`src/rtl/i2c_pkg.sv`:
```
// rtl/i2c_pkg.sv - shared encodings, field widths and helpers for the I2C arbiter and master
package i2c_pkg;

    localparam int SADDR_W = 7;
    localparam int BYTE_W  = 8;

    typedef enum logic [2:0] {
        ST_IDLE  = 3'd0,
        ST_GRANT = 3'd1,
        ST_START = 3'd2,
        ST_XFER  = 3'd3,
        ST_RESP  = 3'd4
    } arb_state_t;

    typedef enum logic [1:0] {
        ERR_NONE    = 2'd0,
        ERR_NACK    = 2'd1,
        ERR_TIMEOUT = 2'd2
    } err_code_t;

    // Round-robin pointer advance: one past the last winner, wrapping at n-1.
    function automatic int rr_next(input int win, input int n);
        return (win >= n - 1) ? 0 : win + 1;
    endfunction

endpackage

```
`src/rtl/rr_arbiter.sv`:
```
// rtl/rr_arbiter.sv - combinational round-robin pick: first request at or after the pointer
module rr_arbiter #(
    parameter int N_REQ = 4,
    parameter int IDX_W = 2
) (
    input  logic [N_REQ-1:0] i_req,
    input  logic [IDX_W-1:0] i_ptr,
    output logic [N_REQ-1:0] o_gnt,
    output logic [IDX_W-1:0] o_idx,
    output logic             o_valid
);

    always_comb begin
        o_gnt   = '0;
        o_idx   = '0;
        o_valid = 1'b0;
        for (int i = 0; i < N_REQ; i++) begin
            if (!o_valid && i_req[(int'(i_ptr) + i) % N_REQ]) begin
                o_valid                               = 1'b1;
                o_gnt[(int'(i_ptr) + i) % N_REQ]      = 1'b1;
                o_idx                                 = IDX_W'((int'(i_ptr) + i) % N_REQ);
            end
        end
    end

endmodule

```
`src/rtl/i2c_txn_arbiter.sv`:
```
// rtl/i2c_txn_arbiter.sv - round-robin sharing of one I2C master among N_REQ requesters
module i2c_txn_arbiter
    import i2c_pkg::*;
#(
    parameter int N_REQ   = 4,
    parameter int TIMEOUT = 4095
) (
    input  logic                     clk,
    input  logic                     rst,
    input  logic [N_REQ-1:0]         req,
    input  logic [N_REQ-1:0]         req_rw,
    input  logic [SADDR_W*N_REQ-1:0] req_saddr,
    input  logic [BYTE_W*N_REQ-1:0]  req_raddr,
    input  logic [BYTE_W*N_REQ-1:0]  req_wdata,
    output logic [N_REQ-1:0]         gnt,
    output logic [N_REQ-1:0]         done,
    output logic [BYTE_W-1:0]        rdata,
    output logic                     err,
    output logic                     m_start,
    output logic                     m_rw,
    output logic [SADDR_W-1:0]       m_saddr,
    output logic [BYTE_W-1:0]        m_raddr,
    output logic [BYTE_W-1:0]        m_wdata,
    input  logic                     m_busy,
    input  logic                     m_done,
    input  logic [BYTE_W-1:0]        m_rdata,
    input  logic                     m_nack
);

    localparam int PTR_W = $clog2(N_REQ);
    localparam int WD_W  = $clog2(TIMEOUT + 1);

    arb_state_t          r_state;
    arb_state_t          w_next_state;

    logic [PTR_W-1:0]    r_ptr;
    logic [PTR_W-1:0]    r_win;
    logic [N_REQ-1:0]    r_gnt;
    logic [N_REQ-1:0]    r_done;
    logic [BYTE_W-1:0]   r_rdata;
    err_code_t           r_err_code;
    logic                r_m_start;
    logic                r_m_rw;
    logic [SADDR_W-1:0]  r_m_saddr;
    logic [BYTE_W-1:0]   r_m_raddr;
    logic [BYTE_W-1:0]   r_m_wdata;
    logic [WD_W-1:0]     r_wd;

    logic                r_busy_s1;
    logic                r_busy_s2;
    logic                r_done_s1;
    logic                r_done_s2;
    logic                r_done_s3;

    logic [N_REQ-1:0]    w_arb_gnt;
    logic [PTR_W-1:0]    w_arb_idx;
    logic                w_arb_valid;
    logic                w_done_rise;
    logic                w_wd_expire;
    logic                w_to_resp;
    err_code_t           w_resp_code;
    logic [BYTE_W-1:0]   w_resp_data;

    rr_arbiter #(
        .N_REQ (N_REQ),
        .IDX_W (PTR_W)
    ) u_rr_arbiter (
        .i_req   (req),
        .i_ptr   (r_ptr),
        .o_gnt   (w_arb_gnt),
        .o_idx   (w_arb_idx),
        .o_valid (w_arb_valid)
    );

    // The master runs on its own clock; busy and done are resynchronised here.
    always_ff @(posedge clk or posedge rst) begin
        if (rst) begin
            r_busy_s1 <= 1'b0;
            r_busy_s2 <= 1'b0;
            r_done_s1 <= 1'b0;
            r_done_s2 <= 1'b0;
            r_done_s3 <= 1'b0;
        end else begin
            r_busy_s1 <= m_busy;
            r_busy_s2 <= r_busy_s1;
            r_done_s1 <= m_done;
            r_done_s2 <= r_done_s1;
            r_done_s3 <= r_done_s2;
        end
    end

    assign w_done_rise = r_done_s2 & ~r_done_s3;
    assign w_wd_expire = (r_wd == WD_W'(TIMEOUT));

    always_ff @(posedge clk or posedge rst) begin
        if (rst) begin
            r_state <= ST_IDLE;
        end else begin
            r_state <= w_next_state;
        end
    end

    always_comb begin
        w_next_state = r_state;
        w_to_resp    = 1'b0;
        w_resp_code  = ERR_NONE;
        w_resp_data  = '0;
        case (r_state)
            ST_IDLE: begin
                if (w_arb_valid) begin
                    w_next_state = ST_GRANT;
                end
            end
            ST_GRANT: begin
                w_next_state = ST_START;
            end
            ST_START: begin
                if (r_busy_s2) begin
                    w_next_state = ST_XFER;
                end else if (w_wd_expire) begin
                    w_next_state = ST_RESP;
                    w_to_resp    = 1'b1;
                    w_resp_code  = ERR_TIMEOUT;
                end
            end
            ST_XFER: begin
                if (w_done_rise) begin
                    w_next_state = ST_RESP;
                    w_to_resp    = 1'b1;
                    w_resp_code  = m_nack ? ERR_NACK : ERR_NONE;
                    w_resp_data  = r_m_rw ? m_rdata : '0;
                end else if (w_wd_expire) begin
                    w_next_state = ST_RESP;
                    w_to_resp    = 1'b1;
                    w_resp_code  = ERR_TIMEOUT;
                end
            end
            ST_RESP: begin
                w_next_state = ST_IDLE;
            end
            default: begin
                w_next_state = ST_IDLE;
            end
        endcase
    end

    // Restarts on every state change so START and XFER each get a full budget.
    always_ff @(posedge clk or posedge rst) begin
        if (rst) begin
            r_wd <= '0;
        end else if (w_next_state != r_state) begin
            r_wd <= '0;
        end else if (!w_wd_expire) begin
            r_wd <= r_wd + 1'b1;
        end
    end

    always_ff @(posedge clk or posedge rst) begin
        if (rst) begin
            r_ptr      <= '0;
            r_win      <= '0;
            r_gnt      <= '0;
            r_done     <= '0;
            r_rdata    <= '0;
            r_err_code <= ERR_NONE;
            r_m_start  <= 1'b0;
            r_m_rw     <= 1'b0;
            r_m_saddr  <= '0;
            r_m_raddr  <= '0;
            r_m_wdata  <= '0;
        end else begin
            r_done <= '0;
            if (r_state == ST_IDLE && w_arb_valid) begin
                r_win <= w_arb_idx;
                r_gnt <= w_arb_gnt;
            end
            if (r_state == ST_GRANT) begin
                r_m_rw    <= req_rw[r_win];
                r_m_saddr <= req_saddr[int'(r_win)*SADDR_W +: SADDR_W];
                r_m_raddr <= req_raddr[int'(r_win)*BYTE_W +: BYTE_W];
                r_m_wdata <= req_wdata[int'(r_win)*BYTE_W +: BYTE_W];
                r_m_start <= 1'b1;
            end
            if (r_state == ST_START && w_next_state != ST_START) begin
                r_m_start <= 1'b0;
            end
            if (w_to_resp) begin
                r_done     <= r_gnt;
                r_rdata    <= w_resp_data;
                r_err_code <= w_resp_code;
            end
            if (r_state == ST_RESP) begin
                r_gnt <= '0;
                r_ptr <= PTR_W'(rr_next(int'(r_win), N_REQ));
            end
        end
    end

    assign gnt     = r_gnt;
    assign done    = r_done;
    assign rdata   = r_rdata;
    assign err     = (r_err_code != ERR_NONE);
    assign m_start = r_m_start;
    assign m_rw    = r_m_rw;
    assign m_saddr = r_m_saddr;
    assign m_raddr = r_m_raddr;
    assign m_wdata = r_m_wdata;

endmodule

```
`config.mk`:
```
export PLATFORM = sky130hd
export DESIGN_NAME = i2c_txn_arbiter
export DESIGN_NICKNAME = d
export VERILOG_FILES = /design/src/rtl/i2c_pkg.sv /design/src/rtl/rr_arbiter.sv /design/src/rtl/i2c_txn_arbiter.sv
export SDC_FILE = /design/constraint.sdc
export NUM_CORES = 1
export LEC_CHECK = 0
export ABC_AREA = 1
export CAP_MARGIN = 15
export CORE_ASPECT_RATIO = 0.8
export CORE_MARGIN = 2
export CORE_UTILIZATION = 44
export DETAILED_ROUTE_END_ITERATION = 6
export MAX_ROUTING_LAYER = met4
export PLACE_DENSITY = 0.86
export SLEW_MARGIN = 20
export SYNTH_ARGS = -nofsm -noshare
export SYNTH_HDL_FRONTEND = slang
export SYNTH_SLANG_ARGS = --single-unit
```
`constraint.sdc`:
```
create_clock -name clk -period 2.6 [get_ports clk]
set_input_delay 0.52 -clock clk [delete_from_list [all_inputs] [get_ports clk]]
set_output_delay 0.52 -clock clk [all_outputs]
set_load 0.01 [all_outputs]
```
; Word-level counts from Yosys, hierarchy flattened
; Cells that the tools add are included.
[totals]
ff_bits = 67
in_bits = 113
out_inout_bits = 42
[op_classes]
n_addsub = 5
n_mul = 1
order_cmp = 10
eq_ne = 8
shifts = 3
n_mux = 58
bitwise = 8
n_reduce_logical = 19
[ops]
columns = cell, count
row1 = 32-bit by 6-bit variable part select with 8-bit output, 2
row2 = 4-bit two-way mux, 7
row3 = 28-bit by 6-bit variable part select with 7-bit output, 1
row4 = 12-bit two-way mux, 2
row5 = 8-bit two-way mux, 3
row6 = 1-bit two-way mux, 22
row7 = 2-bit two-way mux, 8
row8 = 12-bit by 1-bit adder with 12-bit output (second input constant), 1
row9 = 12-bit == test (second input constant), 1
row10 = 3-bit by 4-bit < comparator with 1-bit output (second input constant), 3
row11 = 3-bit two-way mux, 4
row12 = 4-bit bitwise OR, 3
row13 = 3-bit one-hot mux with 4 select lines, 1
row14 = 1-bit binary-select mux with 2-bit select, 5
row15 = 3-bit by 1-bit greater-or-equal comparator with 1-bit output (second input constant), 3
row16 = 1-bit logical AND, 9
row17 = 1-bit demux with 2-bit select, 4
row18 = 3-bit by 2-bit == test with 1-bit output (second input constant), 2
row19 = 2-bit by 3-bit < comparator with 1-bit output (second input constant), 2
row20 = 2-bit nonzero test, 3
row21 = 2-bit OR reduction, 3
row22 = 2-bit by 3-bit multiplier with 5-bit output (second input constant), 1
row23 = 2-bit by 1-bit adder with 2-bit output (second input constant), 2
row24 = 2-bit adder (second input constant), 2
row25 = 14 further kinds, 18

; Longest topological paths before layout
; Gate-level depths: netlist of the first run.
[logic_depth]
ltp_word = 19
depth_mapped = 14

; Cells and area by module
; Synthesis of the first run repeated with hierarchy kept, for this count alone.
[unflattened]
cells_unflattened = 523
hier_area_um2 = 3903.7
[by_module_without_submodules]
columns = module, n_inst, cells_each, area_each_um2, seq_area_each_um2
row1 = i2c_txn_arbiter, 1, 449, 3468.3, 1676.6
row2 = rr_arbiter, 1, 74, 435.4, 0.0

; Worst setup path before layout of the first run
; OpenSTA, ideal clock, no wires.
[synth_path]
kind = reg-to-reg
from = register r_ptr[0]
to = register r_wd[3]
setup_time_ns = 0.069
arrival_ns = 1.757
path_slack_ns = 0.774
path_stages_with_launch = 14
n_path_buf = 2
cell_sequence = dfrtp_1 -> buf_6 -> inv_4 -> ha_1 -> inv_1 -> nand3_1 -> nand2_1 -> nand4_1 -> nand2_2 -> nand2_2 -> nand2_2 -> nand2_4 -> buf_8 -> nor2_2
[synth_between]
elab_chain_cells = 16
elab_cells_between_ends = 29
classes_between = add/sub (3) / eq/ne (2) / mux (18) / reduce/logical (6)
[synth_lines]
columns = element, line
row1 = "start, declared", i2c_txn_arbiter.sv:36  ; logic [PTR_W-1:0] r_ptr;
row2 = "start signal, assigned", i2c_txn_arbiter.sv:194  ; r_ptr <= PTR_W'(rr_next(int'(r_win), N_REQ));
row3 = 2-bit by 1-bit adder with 2-bit output or 1-bit binary-select mux with 2-bit select (tied branches), rr_arbiter.sv:18  ; if (!o_valid && i_req[(int'(i_ptr) + i) % N_REQ]) begin
row4 = 1-bit binary-select mux with 2-bit select or 1-bit two-way mux (tied branches), rr_arbiter.sv:18
row5 = 1-bit two-way mux (not written as such), rr_arbiter.sv:18
row6 = 1-bit two-way mux (not written as such) or 1-bit logical NOT (tied branches), rr_arbiter.sv:18
row7 = 1-bit logical AND, rr_arbiter.sv:18
row8 = 1-bit two-way mux, rr_arbiter.sv:18
row9 = 1-bit logical NOT, rr_arbiter.sv:18
row10 = 1-bit logical AND, rr_arbiter.sv:18
row11 = 1-bit two-way mux, rr_arbiter.sv:18
row12 = 1-bit logical NOT, rr_arbiter.sv:18
row13 = 1-bit logical AND, rr_arbiter.sv:18
row14 = 1-bit two-way mux *, rr_arbiter.sv:18
row15 = 3-bit two-way mux *, i2c_txn_arbiter.sv:110  ; if (w_arb_valid) begin
row16 = 3-bit one-hot mux with 4 select lines *, i2c_txn_arbiter.sv:108  ; case (r_state)
row17 = net w_next_state[0], i2c_txn_arbiter.sv:34  ; arb_state_t w_next_state;
row18 = 3-bit inequality test *, i2c_txn_arbiter.sv:151  ; end else if (w_next_state != r_state) begin
row19 = 2-bit by 1-bit inequality test with 1-bit output (no source line) or 12-bit two-way mux (tied branches), n/a
row20 = "end signal, assigned", i2c_txn_arbiter.sv:154  ; r_wd <= r_wd + 1'b1;
row21 = "end, declared", i2c_txn_arbiter.sv:47  ; logic [WD_W-1:0] r_wd;
; Mark *: on every way through the listed nets, which the timed path passes. The rest lies on a longest branch. The select of a mux whose other input is x is not followed.
; A chain may end at the register's enable or synchronous reset.

; Worst setup path in the final report of the first run
[layout_path]
from = register r_wd[0]
to = register r_wd[9]
[layout_between]
elab_chain_cells = 6
elab_cells_between_ends = 10
classes_between = add/sub (1) / eq/ne (3) / mux (6)
[layout_lines]
columns = element, line
row1 = 12-bit == test, i2c_txn_arbiter.sv:93  ; assign w_wd_expire = (r_wd == WD_W'(TIMEOUT));
row2 = 3-bit two-way mux, "i2c_txn_arbiter.sv:120, i2c_txn_arbiter.sv:132"
row3 = 3-bit two-way mux (on tied branches), "i2c_txn_arbiter.sv:127, i2c_txn_arbiter.sv:118"
row4 = 3-bit one-hot mux with 4 select lines, i2c_txn_arbiter.sv:108
row5 = 3-bit inequality test, i2c_txn_arbiter.sv:151
row6 = 2-bit by 1-bit inequality test with 1-bit output (no source line) or 12-bit two-way mux (tied branches), n/a
; Several ways; a longest one is shown, not always the timed one. The select of a mux whose other input is x is not followed.

==> metrics.txt, run 1 <==
P per Cell Area=962 mW/mm^2; TNS Setup=0 ps; WP data arrival=2540 ps; Worst-path clk slew=70 ps; # nets final=803; Placement Rows=30; P_leak=roughly 2.6 nW; total global routing overflow=0; worst path required time=2870 ps; CTS tree=done; CP Capture Type=flop; non-filler instance count after layout=around 800; number of global-route vias before repair=3861; synth cell count leaders=nand2_1, nor2_1, dfrtp_1; H-tree Lvls=3; Post-DP HPWL=between 8000 and 9000 um; hold depth=0; Max Buffers Root-to-Sink=2; Most used DFF post-synth=dfrtp_1; Post-CTS Setup Inserts=0; die area=about 0.0097 mm^2; synth top area cells=dfrtp_1, nand2_1, nor2_1; Hold Vio Cnt, Final=0; initial drt markers=between 150 and 200; CTS sink count=67; Critical Path Source Type=flop; worst skew pair latency=approximately 350 ps; MaxCap Viol Count=0; worst reg2reg path depth=10; CTS buffer count=9; Async SR Flop Fraction=100%; Rel. slew slack=between 60% and 70%; Clock Tree Root=clkbuf_8; area share of the largest cell type after synthesis=42.8%; # IOs=roughly 160; RSZ-0062 raised after global routing=false; synthesized area=0.00392 mm^2; Final period util=87.1%; Hold EP=r_busy_s2$_DFF_PP0_; Initial Util=45.8%; Final setup viols=0; gate count of the mapped netlist=between 500 and 600; crit path kind=flop to flop; DRC errors left=0; drt pass-1 iters=5; share of layout cells above drive strength 1=8.32%; status=finished clean; Syn Nets=approximately 660; Post-synth EDFFs=0; Post-Place Cells=781; Worst Clk Skew=~8.2 ps; Slew Limit Fails=0; hold_sp=r_busy_s1$_DFF_PP0_; core area=0.00856 mm^2; WL per Instance=13.8 um; # port buffers=154; first-pass GRT wire length=17900 um; Max Fclk=442 MHz; sequential area share after synthesis=42.8%; CTS Hold Bufs=0; R2R Path Start=r_wd[0]$_DFFE_PP0P_; crit-path max FO=15; initial antenna violation count=0; largest net degree at the start of global routing=51; Post-Synthesis Mean Instance Area=7.36 um^2; worst slew pin tran=577 ps; synthesized flop and latch total=67; Peak VDD IR=0.445 mV; die height=88.4 um; Detailed Route WL=between 10000 and 15000 um; DRT antenna net count=0; vias per std cell=5.13; Total GRT Usage=24.6%; RePlAce Congestion=0.914; Ys Warns=0; min cycle time layout=2260 ps; HP Class=flop to flop; pre-CTS setup slack=383 ps; area delta synth->final=46.3%; dominant cell type by area after synthesis=dfrtp_1; Netlist cell types=33; diode count=0; vias=4090; final worst slack=336 ps; most common cell in the synthesized netlist=nand2_1; post-cts sizing count=0; Reg-to-Reg End=r_wd[9]$_DFFE_PP0P_; reg2reg setup slack=340 ps; Die X-Extent=110 um
cells by family (layout without fill, tap and decap cells):
kind of cell,count (synthesis),count (layout),synth area share (%)
and+or+nand+nor,319,319,34.5
AOI/OAI and AO/OA,70,70,11.8
DFF,67,67,42.8
buffers and inverters,63,215,6.83
adders and majority gates,10,10,3.19
xor gates and xnor gates,4,4,0.893
worst max-delay path, stage by stage, from the launching register on:
cell and delay, ps:
dfrtp_1 410, ha_1 250, nand2_1 100, nor2_2 60
nand3_2 190, a21oi_1 130, nor2_2 470, nand2_1 130
nor2_2 160, nand2_4 150, nor2_1 130
state kept, by name, indices dropped and copies added, names as in the netlist, 2 cells and up:
| register | count |
|---|---|
| gnt | 4 |
| r_wd | 12 |
| r_win | 2 |
| m_saddr | 7 |
| done | 4 |
| m_raddr | 8 |
| r_state | 3 |
| r_ptr | 2 |
| rdata | 8 |
| r_err_code | 2 |
| m_wdata | 8 |
per-stage QoR:
step | util, % | hold WS (ps) | power [W] | area (um^2)
final | 67.0 | 351 | 0.00552 | 5740
after global routing | 67.0 | 356 | 0.00599 | 5740
after CTS | 67.0 | 354 | 0.00556 | 5740
after detailed placement | 64.8 | 343 | 0.00467 | 5540
after global placement | 64.8 | 334 | 0.00456 | 5540
after floorplan | - | 331 | 0.00351 | 3920
cells in the final DEF (no fill, tap or decap), types with 2 or more instances in the layout:
master,instances
clkdlybuf4s50_1,154
nor2_2,18
o32ai_1,24
nand2_1,150
or2_2,2
clkinv_2,3
nand3_1,39
xor2_1,4
nor3_1,2
dfrtp_1,67
clkbuf_8,10
buf_4,5
nor2_1,95
o21ai_1,2
nand4_1,2
clkinv_1,2
nand2_2,6
a22oi_1,4
o21ai_0,33
a21oi_1,3
inv_1,33
ha_1,10
inv_2,3
a31o_2,2
how the worst max path moves through the flow:
stage                               startpoint                    to  cells after the start
after detailed placement   r_wd[0]$_DFFE_PP0P_   r_wd[9]$_DFFE_PP0P_                     10
after global placement     r_wd[0]$_DFFE_PP0P_  r_wd[10]$_DFFE_PP0P_                     10
after floorplan                            rst     done[0]$_DFF_PP0_                      1
after global routing      r_ptr[0]$_DFFE_PP0N_    gnt[1]$_DFFE_PP0P_                     11
after CTS                  r_wd[0]$_DFFE_PP0P_   r_wd[9]$_DFFE_PP0P_                     10
final                      r_wd[0]$_DFFE_PP0P_   r_wd[9]$_DFFE_PP0P_                     10
layer usage:
layer,global-route usage [%],up-vias,share of wire (%)
met1,31.1,1879,43
li1,-,2031,-
met5,-,-,0
met4,7.83,0,1.7
met2,38.8,166,47
met3,6.55,14,7.9
power breakdown:
part	internal [W]	switching [W]	leakage [nW]
Combinational	0.00129	0.00170	1.65
Sequential	0.00140	0.000267	0.858
Clock	0.000464	0.000393	0.0991
final cells by class:
cell class | count | area (um^2)
fillers | 716 | 2820
multi-input cells | 403 | 1980
flip-flops and latches | 67 | 1680
repair buffers | 160 | 1600
inverters | 39 | 149
clock buffers | 11 | 141
well taps | 112 | 140
clock inverters | 5 | 52.6
(Power assumes the default switching activity.)
==> run 2: changes to the inputs <==
CORE_UTILIZATION = 35   (was 44)
PLACE_DENSITY = 0.72   (was 0.86)
SETUP_SLACK_MARGIN = 0.1   (was not set)
==> metrics.txt, run 2 (synthesized netlist as in run 1, its figures left out) <==
status=finished clean; CP Capture Type=flop; TNS Setup=0 ps (unchanged); CTS tree=done; worst hold margin=344 ps (-7.04 ps); initial drt markers=230 (+28%); DRC errors left=0 (unchanged); R2R Path Start=r_ptr[0]$_DFFE_PP0N_; share of layout cells above drive strength 1=9.26% (+0.94 points); hold depth=0 (unchanged); worst reg2reg path depth=10 (unchanged); # nets final=809 (+0.75%); Clock Tree Root=clkbuf_16; utilization after layout=54.5% (-13 points); Worst Clk Skew=6.92 ps (-1.33 ps); diode count=0 (unchanged); Final setup viols=0 (unchanged); Hold EP=r_busy_s2$_DFF_PP0_; WP data arrival=2500 ps (-40 ps); hold_sp=r_busy_s1$_DFF_PP0_; area delta synth->final=51.4%; die height=98.7 um (+12%); Worst-path clk slew=50 ps (-20 ps); first-pass GRT wire length=17900 um (unchanged); Post-CTS Setup Inserts=0 (unchanged); drt pass-1 iters=5 (unchanged); Peak VDD IR=0.463 mV (+4.0%); crit path kind=flop to flop; most common cell after layout, fill and taps aside=clkdlybuf4s50_1; largest net degree at the start of global routing=68 (+33%); worst path required time=2860 ps (about the same); Die X-Extent=122 um (+12%); die area=0.0121 mm^2 (+25%); Max Buffers Root-to-Sink=2 (unchanged); Reg-to-Reg End=gnt[1]$_DFFE_PP0P_; DRT antenna net count=0 (unchanged); initial antenna violation count=0 (unchanged); min cycle time layout=2240 ps (-27.6 ps); RePlAce Congestion=0.891 (-2.4%); Post-DP HPWL=8440 um (+3.4%); vias per std cell=4.93 (-4.0%); post-cts sizing count=0 (unchanged); Critical Path Source Type=flop; DP Area=0.00563 mm^2 (+1.5%); # IOs=155 (unchanged); worst slew pin tran=715 ps (+138 ps); reg2reg setup slack=360 ps (+30 ps); CTS sink count=67 (unchanged); crit-path max FO=12 (-3); layer carrying the most global-route usage=met2; total global routing overflow=0 (unchanged); Initial Util=36.0% (-9.8 points); fin area=0.00594 mm^2 (+3.5%); P_leak=2.67 nW (+2.6%); Max Fclk=447 MHz (+1.2%); GR Layer Usage met1=23.1% (-8.0 points); Placement Rows=34 (+13%); worst skew pair latency=330 ps (-20 ps); vias=4114 (+0.59%); MaxCap Viol Count=0 (unchanged); Slew Limit Fails=0 (unchanged); Largest Register=r_wd; number of global-route vias before repair=3910 (+1.3%); Detailed Route WL=11100 um (+0.78%); met2 GRT Util=30.9% (-7.9 points); CTS Hold Bufs=0 (unchanged); P per Cell Area=997 mW/mm^2 (+3.7%); HP Class=flop to flop; Hold Vio Cnt, Final=0 (unchanged); core area=0.0109 mm^2 (+27%); Largest register FFs=12 (unchanged); CTS buffer count=9 (unchanged); commonest non-fill, non-tap cells in the layout=clkdlybuf4s50_1, nand2_1, nor2_1, dfrtp_1, nand3_1; Layout fillers=1031 (+44%); # port buffers=154 (unchanged); H-tree Lvls=3 (unchanged); Final period util=86.0% (-1.1 points); Total GRT Usage=19.2% (-5.5 points); WL per Instance=13.2 um (-3.8%); Rel. slew slack=52.3% (-9.1 points); GR Layer Usage met3=6.54% (-0.014 points); RSZ-0062 raised after global routing=false
run 2: cell count changes in the layout (fill, tap and decap cells not counted):
cell        before  now
clkinv_2         3    1
nor2_4           0    1
buf_4            5   11
nor2_2          18   17
clkbuf_1         1    0
clkinvlp_4       1    4
clkbuf_16        0    9
clkbuf_8        10    1
run 2: worst max path at each step:
stage / startpoint / slack [ps] / to
finish: r_ptr[0]$_DFFE_PP0N_ / 360 / gnt[1]$_DFFE_PP0P_
global route: r_ptr[0]$_DFFE_PP0N_ / 110 / gnt[0]$_DFFE_PP0P_
global placement: r_wd[0]$_DFFE_PP0P_ / 460 / r_wd[10]$_DFFE_PP0P_
floorplan: rst / 400 / done[0]$_DFF_PP0_
detailed placement: r_wd[0]$_DFFE_PP0P_ / 350 / r_wd[9]$_DFFE_PP0P_
CTS: r_wd[0]$_DFFE_PP0P_ / 310 / r_wd[9]$_DFFE_PP0P_
run 2: per-layer routing:
layer,wire (um),up-vias
met5,0,-
met1,4800,1909
li1,-,2038
met3,1010,10
met4,117,0
met2,5120,157
run 2: stage by stage:
stage          worst slack (ps)  cells  power (W)
2_1_floorplan               397    533    0.00351
6_report                    364    835    0.00592
3_5_place_dp                351    819    0.00475
3_3_place_gp                458    819    0.00464
4_1_cts                     311    835    0.00599
5_1_grt                     106    835    0.00640
run 2: worst max-delay path, stage by stage, from the launching register on:
cell,delay [ps]
dfrtp_1,630
inv_4,130
ha_1,400
inv_1,80
nand3_1,80
nand2_1,100
nor2_1,360
a22oi_1,130
nand3_1,140
nand2_1,60
nand2_1,60
run 2: layout make-up:
| type | count | area (um^2) | share of cell area [%] |
|---|---|---|---|
| multi-input cells | 403 | 1980 | 33.4 |
| clock buffers | 10 | 239 | 4.03 |
| clock inverters | 6 | 65.1 | 1.10 |
| flip-flops and latches | 67 | 1680 | 28.2 |
| well taps | 144 | 180 | 3.04 |
| inverters | 39 | 149 | 2.51 |
| repair buffers | 166 | 1640 | 27.7 |
run 2: where the power goes:
group / switching [W] / total [W] / internal, W
Combinational: 0.00170 / 0.00305 / 0.00134
Sequential: 0.000276 / 0.00168 / 0.00140
Clock: 0.000432 / 0.00120 / 0.000765
==> run 3: changes to the inputs <==
PLACE_DENSITY = 0.67   (was 0.72)
==> metrics.txt, run 3 (synthesized netlist as in run 1, its figures left out) <==
Post-DP HPWL=8170 um (-3.2%); diode count=0 (unchanged); TNS Setup=0 ps (unchanged); most common cell after layout, fill and taps aside=clkdlybuf4s50_1; Final setup viols=0 (unchanged); pre-CTS setup slack=382 ps (+30.7 ps); Crit-path slowest cell=dfrtp_1; Largest register FFs=12 (unchanged); vias=4049 (-1.6%); Placement Rows=34 (unchanged); min cycle time layout=2240 ps (+1.08 ps); first-pass GRT wire length=18000 um (+0.35%); hold depth=0 (unchanged); Int Power=0.00365 W (+4.2%); utilization after layout=54.5% (about the same); GR Layer Usage met1=25.0% (+1.9 points); status=finished clean; GR Layer Usage met3=5.79% (-0.75 points); drt pass-1 iters=5 (unchanged); initial drt markers=215 (-6.5%); Initial Util=36.0% (unchanged); crit path kind=flop to flop; Gate power share=49.1% (-2.4 points); number of global-route vias before repair=3773 (-3.5%); share of layout cells above drive strength 1=8.47% (-0.79 points); Critical Path Source Type=flop; # IOs=155 (unchanged); Most common cell on crit path=nand2_1; worst skew pair latency=330 ps (about the same); CP peak stage delay=620 ps (about the same); CTS tree=done; total global routing overflow=0 (unchanged); # nets final=803 (-0.74%); RePlAce Congestion=0.911 (+2.2%); WP data arrival=2510 ps (about the same); Clock Tree Root=clkbuf_16; Hold EP=r_done_s2$_DFF_PP0_; Net Sw Power=0.00240 W (-0.63%); Largest Register=r_wd; die height=98.7 um (unchanged); hold_sp=r_done_s1$_DFF_PP0_; commonest non-fill, non-tap cells in the layout=clkdlybuf4s50_1, nand2_1, nor2_1, dfrtp_1, nand3_1; MaxCap Viol Count=0 (unchanged); crit-path max FO=12 (unchanged); Worst Clk Skew=8.25 ps (+1.34 ps); CP cell instances=inv_4 -> ha_1 -> inv_1 -> nand3_1 -> nand2_1 -> nor2_1 -> a22oi_1 -> nand3_1 -> nand2_1 -> nand2_1; die area=0.0121 mm^2 (unchanged); Slew Limit Fails=0 (unchanged); worst reg2reg path depth=10 (unchanged); area delta synth->final=51.3% (about the same); reg2reg setup slack=360 ps (about the same); Final period util=86.0% (about the same); CTS buffer count=9 (unchanged); Rel. slew slack=62.5% (+10 points); Layout fillers=1031 (unchanged); Post-CTS Setup Inserts=0 (unchanged); Clock power frac=23.3% (+3.1 points); Max Fclk=447 MHz (about the same); P_leak=2.66 nW (-0.20%); Seq pwr share=27.6% (-0.7 points); DRC errors left=0 (unchanged); largest net degree at the start of global routing=68 (unchanged); vias per std cell=4.88 (-0.87%); R2R Path Start=r_ptr[0]$_DFFE_PP0N_; worst slew pin tran=561 ps (-154 ps); Worst-path clk slew=60 ps (about the same); H-tree Lvls=3 (unchanged); worst path required time=2870 ps (about the same); Max Buffers Root-to-Sink=2 (unchanged); CTS sink count=67 (unchanged); final worst slack=363 ps (-1.09 ps); CTS Hold Bufs=0 (unchanged); HP Class=flop to flop; met2 GRT Util=29.5% (-1.3 points); initial antenna violation count=0 (unchanged); RSZ-0062 raised after global routing=false; CP Capture Type=flop; DRT antenna net count=0 (unchanged); Hold Vio Cnt, Final=0 (unchanged); Peak VDD IR=0.437 mV (-5.5%); WL per Instance=13.3 um (+0.84%); Detailed Route WL=11100 um (+0.12%); # port buffers=154 (unchanged); post-cts sizing count=0 (unchanged); Total GRT Usage=19.2% (about the same); Reg-to-Reg End=gnt[0]$_DFFE_PP0P_; Sw Ratio=39.6% (-1.1 points); core area=0.0109 mm^2 (unchanged); Die X-Extent=122 um (unchanged); layer carrying the most global-route usage=met2; P per Cell Area=1020 mW/mm^2 (+2.3%)
-- run 3: cell types whose count changed in the layout (fill, tap and decap cells not counted), sizes merged --
| cell | delta |
|---|---|
| buf | -6 |
| bufinv | +2 |
| clkinv | -1 |
| clkinvlp | -1 |
-- run 3: worst max path at each step --
stage,start,to,slack (ps),cells after the start
floorplan,rst,done[0]$_DFF_PP0_,400,1
global placement,r_wd[0]$_DFFE_PP0P_,r_wd[10]$_DFFE_PP0P_,460,10
detailed placement,req[3],r_win[0]$_DFFE_PP0P_,380,11
CTS,r_wd[0]$_DFFE_PP0P_,r_wd[10]$_DFFE_PP0P_,380,10
global route,r_wd[0]$_DFFE_PP0P_,r_wd[10]$_DFFE_PP0P_,150,10
finish,r_ptr[0]$_DFFE_PP0N_,gnt[0]$_DFFE_PP0P_,360,10
-- run 3: worst max-delay path, delay by kind of cell, from the launching register on --
kind,cells,cell delay (ps)
simple gates,6,800
flops,1,620
fa+ha+maj,1,400
buf+inv,2,210
compound gates,1,150
-- run 3: power groups by stage --
stage | combinational [W] | sequential, W | clock (W)
2_1_floorplan | 0.00176 | 0.00175 | 0
3_3_place_gp | 0.00293 | 0.00167 | 0
3_5_place_dp | 0.00300 | 0.00168 | 0
4_1_cts | 0.00300 | 0.00167 | 0.00144
5_1_grt | 0.00332 | 0.00171 | 0.00149
6_report | 0.00297 | 0.00167 | 0.00141
-- run 3: layout make-up --
class,instances,area [um^2],share of cell area (%)
Tap cell,144,180,3.04
Inverter,39,149,2.51
Clock inverter,6,113,1.90
Timing Repair Buffer,160,1600,27.0
Multi-Input combinational cell,403,1980,33.3
Sequential cell,67,1680,28.3
Clock buffer,10,239,4.03
-- run 3: through the flow --
stage / std cells / hold slack (ps) / instance area (um^2) / total power, W
2_1_floorplan: 533 / 331 / 3920 / 0.00351
3_3_place_gp: 813 / 335 / 5580 / 0.00460
3_5_place_dp: 813 / 336 / 5580 / 0.00467
4_1_cts: 829 / 348 / 5930 / 0.00611
5_1_grt: 829 / 358 / 5930 / 0.00653
6_report: 829 / 347 / 5930 / 0.00605
-- run 3: per-layer routing --
metal	wire length, um	up-vias
met5	0	-
met4	118	0
met3	885	11
met2	4940	149
met1	5120	1861
li1	-	2028
